--- config.mk ---
export PLATFORM = sky130hd
export DESIGN_NAME = multiplier_unit
export DESIGN_NICKNAME = d
export VERILOG_FILES = /design/src/rtl/multiplier_unit_pkg.sv /design/src/rtl/multiplier_unit_datapath.sv /design/src/rtl/multiplier_unit.sv
export SDC_FILE = /design/constraint.sdc
export NUM_CORES = 1
export LEC_CHECK = 0
export CORE_ASPECT_RATIO = 2
export CORE_MARGIN = 5
export CORE_UTILIZATION = 64
export CTS_CLUSTER_DIAMETER = 30
export CTS_CLUSTER_SIZE = 24
export DETAILED_ROUTE_END_ITERATION = 6
export GPL_TIMING_DRIVEN = 1
export PLACE_DENSITY_LB_ADDON = 0.3
export SETUP_SLACK_MARGIN = 0.2
export SLEW_MARGIN = 0
export SYNTH_ARGS = -nofsm -noshare
export SYNTH_HDL_FRONTEND = slang
export SYNTH_SLANG_ARGS = --single-unit
--- constraint.sdc ---
create_clock -name clk -period 10.5 [get_ports clk]
set_input_delay 1.05 -clock clk [delete_from_list [all_inputs] [get_ports clk]]
set_output_delay 1.05 -clock clk [all_outputs]
set_load 0.005 [all_outputs]
--- src/rtl/multiplier_unit_pkg.sv ---
// Shared types and helpers for the M-extension multiplier.
// The funct3 encoding is the one the divider uses as well.
package multiplier_unit_pkg;

    // RV32M funct3 encoding shared by the multiplier and the divider.
    // Multiply ops have funct3[2] == 0, divide/remainder ops have funct3[2] == 1.
    typedef enum logic [2:0] {
        FUNCT3_MUL    = 3'b000,
        FUNCT3_MULH   = 3'b001,
        FUNCT3_MULHSU = 3'b010,
        FUNCT3_MULHU  = 3'b011,
        FUNCT3_DIV    = 3'b100,
        FUNCT3_DIVU   = 3'b101,
        FUNCT3_REM    = 3'b110,
        FUNCT3_REMU   = 3'b111
    } mult_funct3_t;

    // Multiplier control states.
    typedef enum logic [1:0] {
        ST_IDLE    = 2'd0,
        ST_COMPUTE = 2'd1,
        ST_DONE    = 2'd2
    } mul_state_t;

    // One shift-add iteration per multiplier bit.
    localparam int unsigned MUL_ITERS = 32;
    localparam int unsigned CNT_W     = $clog2(MUL_ITERS);

    // Multiply class is every funct3 with the top bit clear.
    function automatic logic is_mul_op(input mult_funct3_t f);
        return (f[2] == 1'b0);
    endfunction

    // Magnitude of a 32-bit operand. 0x80000000 maps to itself, which is
    // exactly right when the magnitude is then used as an unsigned value.
    function automatic logic [31:0] mag32(input logic [31:0] v, input logic as_signed);
        logic [31:0] m;
        if (as_signed && v[31]) begin
            m = ~v + 32'd1;
        end else begin
            m = v;
        end
        return m;
    endfunction

    // Restores the sign of an unsigned 64-bit magnitude product.
    function automatic logic [63:0] sign_fix64(input logic [63:0] p, input logic neg);
        logic [63:0] r;
        if (neg) begin
            r = ~p + 64'd1;
        end else begin
            r = p;
        end
        return r;
    endfunction

    // rs1 is interpreted as signed for MULH and MULHSU.
    function automatic logic rs1_is_signed(input mult_funct3_t f);
        return (f == FUNCT3_MULH) || (f == FUNCT3_MULHSU);
    endfunction

    // rs2 is interpreted as signed for MULH only.
    function automatic logic rs2_is_signed(input mult_funct3_t f);
        return (f == FUNCT3_MULH);
    endfunction

endpackage

--- src/rtl/multiplier_unit_datapath.sv ---
// Multiplier datapath: operand magnitude/sign latch, 64-bit shift-add
// product register, iteration counter and the sign-fix / half-select
// result register. Sequencing comes from the FSM in multiplier_unit.
module multiplier_datapath
    import multiplier_unit_pkg::*;
(
    input  logic         clk,
    input  logic         rst,
    input  logic         load,          // latch operands, clear product/counter
    input  mult_funct3_t op_in,
    input  logic [31:0]  rs1,
    input  logic [31:0]  rs2,
    input  logic         step,          // perform one shift-add iteration
    input  logic         res_final,     // register the signed result of this step
    input  logic         res_zero,      // register a zero result (bypass path)
    output logic         operand_zero,  // either incoming magnitude is zero
    output logic         last_iter,     // current iteration is the final one
    output logic [31:0]  result
);

    logic [31:0]      mcand_q, mcand_d;
    logic             neg_q, neg_d;
    mult_funct3_t     op_q, op_d;
    logic [63:0]      product_q, product_d;
    logic [CNT_W-1:0] count_q, count_d;
    logic [31:0]      result_q, result_d;

    logic [31:0]      rs1_mag_s;
    logic [31:0]      rs2_mag_s;
    logic             rs1_neg_s;
    logic             rs2_neg_s;
    logic [32:0]      hi_sum_s;
    logic [63:0]      fixed_s;

    // Operand magnitudes and signs as seen on the request inputs.
    always_comb begin
        rs1_neg_s    = rs1_is_signed(op_in) & rs1[31];
        rs2_neg_s    = rs2_is_signed(op_in) & rs2[31];
        rs1_mag_s    = mag32(rs1, rs1_is_signed(op_in));
        rs2_mag_s    = mag32(rs2, rs2_is_signed(op_in));
        operand_zero = (rs1_mag_s == 32'd0) || (rs2_mag_s == 32'd0);
    end

    // Next-state for operand latch, product shift-add and counter.
    always_comb begin
        mcand_d   = mcand_q;
        neg_d     = neg_q;
        op_d      = op_q;
        product_d = product_q;
        count_d   = count_q;
        hi_sum_s  = {1'b0, product_q[63:32]};
        if (load) begin
            mcand_d   = rs1_mag_s;
            neg_d     = rs1_neg_s ^ rs2_neg_s;
            op_d      = op_in;
            product_d = {32'd0, rs2_mag_s};
            count_d   = {CNT_W{1'b0}};
        end else if (step) begin
            // The low half of the product holds the not-yet-consumed
            // multiplier bits; bit 0 decides whether to add this round.
            if (product_q[0]) begin
                hi_sum_s = {1'b0, product_q[63:32]} + {1'b0, mcand_q};
            end else begin
                hi_sum_s = {1'b0, product_q[63:32]};
            end
            product_d = {hi_sum_s, product_q[31:1]};
            count_d   = count_q + {{(CNT_W-1){1'b0}}, 1'b1};
        end else begin
            product_d = product_q;
        end
    end

    // Final iteration flag for the FSM.
    always_comb begin
        last_iter = (count_q == CNT_W'(MUL_ITERS - 1));
    end

    // Result register: built from the product as it will be after the
    // final step, so it is valid in the same cycle done rises.
    always_comb begin
        fixed_s  = sign_fix64(product_d, neg_q);
        result_d = result_q;
        if (res_zero) begin
            result_d = 32'd0;
        end else if (res_final) begin
            // The low word is identical for signed and unsigned operands.
            if (op_q == FUNCT3_MUL) begin
                result_d = product_d[31:0];
            end else begin
                result_d = fixed_s[63:32];
            end
        end else begin
            result_d = result_q;
        end
    end

    // Datapath registers with synchronous reset.
    always_ff @(posedge clk) begin
        if (rst) begin
            mcand_q   <= 32'd0;
            neg_q     <= 1'b0;
            op_q      <= FUNCT3_MUL;
            product_q <= 64'd0;
            count_q   <= {CNT_W{1'b0}};
            result_q  <= 32'd0;
        end else begin
            mcand_q   <= mcand_d;
            neg_q     <= neg_d;
            op_q      <= op_d;
            product_q <= product_d;
            count_q   <= count_d;
            result_q  <= result_d;
        end
    end

    assign result = result_q;

endmodule

--- src/rtl/multiplier_unit.sv ---
// Sequential radix-2 shift-add multiplier for RV32M MUL/MULH/MULHSU/MULHU.
// Control FSM and handshake; arithmetic lives in multiplier_datapath.
module multiplier_unit
    import multiplier_unit_pkg::*;
#(
    parameter bit ZERO_BYPASS = 1'b1
) (
    input  logic         clk,
    input  logic         rst,
    input  logic         start,
    input  mult_funct3_t mult_op,
    input  logic [31:0]  multiplicand,
    input  logic [31:0]  multiplier,
    input  logic         flush,
    output logic         busy,
    output logic         done,
    output logic [31:0]  result
);

    mul_state_t state_q, state_d;
    logic       busy_q, busy_d;
    logic       done_q, done_d;

    logic       load_s;
    logic       step_s;
    logic       res_final_s;
    logic       res_zero_s;
    logic       operand_zero_s;
    logic       last_iter_s;

    multiplier_datapath u_datapath (
        .clk          (clk),
        .rst          (rst),
        .load         (load_s),
        .op_in        (mult_op),
        .rs1          (multiplicand),
        .rs2          (multiplier),
        .step         (step_s),
        .res_final    (res_final_s),
        .res_zero     (res_zero_s),
        .operand_zero (operand_zero_s),
        .last_iter    (last_iter_s),
        .result       (result)
    );

    // FSM next state and datapath control; flush always returns to IDLE.
    always_comb begin
        state_d     = state_q;
        load_s      = 1'b0;
        step_s      = 1'b0;
        res_final_s = 1'b0;
        res_zero_s  = 1'b0;
        case (state_q)
            ST_IDLE: begin
                if (flush) begin
                    state_d = ST_IDLE;
                end else if (start && is_mul_op(mult_op)) begin
                    load_s = 1'b1;
                    if (ZERO_BYPASS && operand_zero_s) begin
                        state_d    = ST_DONE;
                        res_zero_s = 1'b1;
                    end else begin
                        state_d = ST_COMPUTE;
                    end
                end else begin
                    state_d = ST_IDLE;
                end
            end
            ST_COMPUTE: begin
                if (flush) begin
                    state_d = ST_IDLE;
                end else begin
                    step_s = 1'b1;
                    if (last_iter_s) begin
                        state_d     = ST_DONE;
                        res_final_s = 1'b1;
                    end else begin
                        state_d = ST_COMPUTE;
                    end
                end
            end
            ST_DONE: begin
                state_d = ST_IDLE;
            end
            default: begin
                state_d = ST_IDLE;
            end
        endcase
    end

    // Handshake outputs are registered from the next state.
    always_comb begin
        busy_d = (state_d != ST_IDLE);
        done_d = (state_d == ST_DONE);
    end

    // Control registers with synchronous reset.
    always_ff @(posedge clk) begin
        if (rst) begin
            state_q <= ST_IDLE;
            busy_q  <= 1'b0;
            done_q  <= 1'b0;
        end else begin
            state_q <= state_d;
            busy_q  <= busy_d;
            done_q  <= done_d;
        end
    end

    assign busy = busy_q;
    assign done = done_q;

endmodule
==> impl_metrics.env <==
export IMPL_worst_slew_pin_slew_ns=1.05
export IMPL_fmax_ghz=0.141
export IMPL_finClkSkew_ns=0.00913
export IMPL_wl_um=45300
export IMPL_setup_ws_ns=3.41
export IMPL_maxCapViolations=0
export IMPL_fin_nets=1761
export IMPL_fillers=1487
export IMPL_boundaryPins=105
export IMPL_syn_cell_area_sq_um=11700
export IMPL_tns_ns=0
export IMPL_wire_per_inst_um=24.1
export IMPL_rows=70
export IMPL_vias=13500
export IMPL_synth_top_cell_area_share_pct=24.2
export IMPL_fp_dieW_um=105
export IMPL_yosysWarnings=0
export IMPL_clkTransAtPathRegs_ns=0.06
export IMPL_drc=0
export IMPL_dpl_cell_area_sq_um=12800
export IMPL_ys_ff_latch=141
export IMPL_drt_iter0_drc=1526
export IMPL_syn_num_nets=1728
export IMPL_die_area_sq_um=21200
export IMPL_gr_total_overflow=0
export IMPL_stdcell_count=1883
export IMPL_placed_cells=1850
export IMPL_setup_violations=0
export IMPL_multi_input_area_sq_um=8310
export IMPL_area_growth_pct=14.8
export IMPL_final_antenna_net_count=0
export IMPL_avgSynthCellArea_sq_um=7.20
export IMPL_seq_area_frac_synth_pct=24.2
export IMPL_numCtsBuffers=17
export IMPL_cts_tree="done"
export IMPL_synth_distinct_cells=87
export IMPL_synth_async_reset_ratio_pct=0
export IMPL_crit_arrival_ns=7.43
export IMPL_end_kind="register"
export IMPL_irDropWorstVdd_v=0.0000968
export IMPL_die_height_um=201
export IMPL_synth_area_leaders="dfxtp_1 24%, nor2_1 6.5%, nand2_1 5.2%"
export IMPL_hpwl_um=34700
export IMPL_cts_setup_buffers=0
export IMPL_vias_per_cell=7.15
export IMPL_register_area_sq_um=2820
export IMPL_cts_root_buf="clkbuf_16"
export IMPL_grt_total_usage_pct=41.5
export IMPL_slew_limit_headroom_pct=29.9
export IMPL_grt_pass1_wl_um=69700
export IMPL_dp_slack_ns=3.12
export IMPL_period_needed_ns=7.09
export IMPL_drive_gt1_share_pct=6.06
export IMPL_rsz0062_at_grt="no"
export IMPL_worstPathMaxFanout=86
export IMPL_worst_setup_path_start_kind="input pin"
export IMPL_synth_edf_count=0
export IMPL_required_ns=10.85
export IMPL_grt_antenna_before_repair=1
export IMPL_insertion_delay_ns=0.44
export IMPL_slew_violations=0
export IMPL_cts_max_level=4
export IMPL_post_cts_resized=0
export IMPL_gp_congestion=1.01
export IMPL_hold_path_class="reg2reg"
export IMPL_synth_cells=1620
export IMPL_core_region_area_sq_um=18100
export IMPL_grt_pass1_vias=13300
export IMPL_hold_viol_final=0
export IMPL_power_density_nw_per_um2=108
export IMPL_cts_buffer_depth=2
export IMPL_leakagePower_uw=0.00478
export IMPL_grt_max_degree=87
export IMPL_finalInstanceArea_sq_um=13400
export IMPL_cts_sinks=141
export IMPL_port_buffers=104
export IMPL_initial_core_util_pct=64.3
export IMPL_run_status="finished, final reports clean"
export IMPL_synth_top_cell_by_area="dfxtp_1"
export IMPL_first_pass_iters=7
export IMPL_finalCritPeriodShare_pct=67.5
export IMPL_synth_ff_type="dfxtp_1"
export IMPL_ctsHoldBuffers=0
export IMPL_path_class="in2reg"
synth_stat cells, types with 10 or more instances:
| library cell | instances |
|---|---|
| a211oi_1 | 40 |
| a21o_1 | 11 |
| a21oi_1 | 113 |
| a31oi_1 | 25 |
| and2_1 | 13 |
| and3_1 | 15 |
| buf_1 | 15 |
| clkbuf_1 | 97 |
| dfxtp_1 | 141 |
| ha_1 | 36 |
| inv_1 | 23 |
| mux2i_1 | 28 |
| nand2_1 | 161 |
| nand2b_1 | 11 |
| nand3_1 | 50 |
| nand4_1 | 39 |
| nor2_1 | 202 |
| nor2b_1 | 22 |
| nor3_1 | 61 |
| nor4_1 | 33 |
| o211ai_1 | 17 |
| o21a_1 | 14 |
| o21ai_0 | 81 |
| o22ai_1 | 12 |
| o31ai_1 | 18 |
| o41ai_1 | 11 |
| or2_2 | 10 |
| or3_1 | 35 |
| or4_1 | 19 |
| xnor2_1 | 45 |
| xor2_1 | 33 |
layout by cell type, fill, tap and decap left out, types with 25 or more instances in the layout:
master and instances:
nor4_1 32, mux2i_1 28, nor3_1 60, ha_1 36
a21oi_1 113, a31oi_1 25, a211oi_1 40, o21ai_0 81
xnor2_1 45, nor2_1 201, buf_4 31, clkdlybuf4s50_1 103
or3_1 35, xor2_1 33, nand3_1 50, nand2_1 161
dfxtp_1 141, nand4_1 39
critical path: stages:
cell and delay, ns:
clkdlybuf4s50_1 0.61, or4b_1 0.94, nor2_4 0.17, buf_4 0.40, buf_4 0.74, a21oi_1 0.11
a21oi_1 0.28, nand3_1 0.14, nor4_1 0.28, nand4_2 0.40, or3_1 0.66, or4b_1 0.84
or4_1 0.55, a31oi_1 0.17
layout make-up:
class | count | share of cell area, %
inverters | 24 | 0.673
clock buffers | 20 | 3.49
diodes | 1 | 0.0187
flip-flops and latches | 141 | 21.1
clock inverters | 12 | 1.19
repair buffers | 134 | 9.44
multi-input cells | 1335 | 62.1
well taps | 216 | 2.02
final timing paths:
check	startpoint	end	slack [ns]	cells past startpoint
hold reg to reg	u_datapath.result[8]	u_datapath.result[8]	0.45	2
setup / recovery	mult_op[2]	u_datapath.result[25]	3.41	14
setup reg to reg	state_q[1]	u_datapath.result[25]	4.32	13
hold / removal	u_datapath.result[8]	u_datapath.result[8]	0.45	2
cell families (layout without fill, tap and decap cells):
family / count (synthesis) / count (layout) / share of synthesized area (%)
other: 0 / 1 / 0
buffers and inverters: 144 / 190 / 4.83
XOR/XNOR: 78 / 78 / 5.86
AO/OA/AOI/OAI: 460 / 460 / 26.5
flip-flops: 141 / 141 / 24.2
AND/OR/NAND/NOR: 726 / 726 / 31.6
adder cells (fa/ha/maj): 37 / 37 / 4.04
multiplexers: 34 / 34 / 2.98
power breakdown:
part | switching, uW | internal (uW) | total, uW
combinational | 154 | 90.7 | 245
clock | 253 | 394 | 647
sequential | 10.5 | 548 | 559
per-layer routing:
layer | global-route usage (%) | share of wire, % | up-vias
li1 | - | - | 6141
met1 | 38.2 | 32 | 6234
met2 | 75.4 | 52 | 792
met3 | 6.44 | 6.1 | 297
met4 | 38.6 | 10 | 0
met5 | 0 | 0 | -
through the flow:
step / hold WS, ns / power (uW) / util (%)
after global placement: 0.441 / 803 / 70.4
final: 0.452 / 1450 / 73.8
after global routing: 0.475 / 1490 / 73.8
after CTS: 0.451 / 1440 / 73.8
after detailed placement: 0.447 / 806 / 70.4
after floorplan: 0.418 / 712 / -
flip-flops by register name, indices dropped and copies added (netlist names):
name,flops
busy,1
done,1
state_q,2
u_datapath.count_q,5
u_datapath.mcand_q,32
u_datapath.neg_q,1
u_datapath.op_q,3
u_datapath.product_q,64
u_datapath.result,32
No activity file was read; power rests on OpenSTA's default activity.
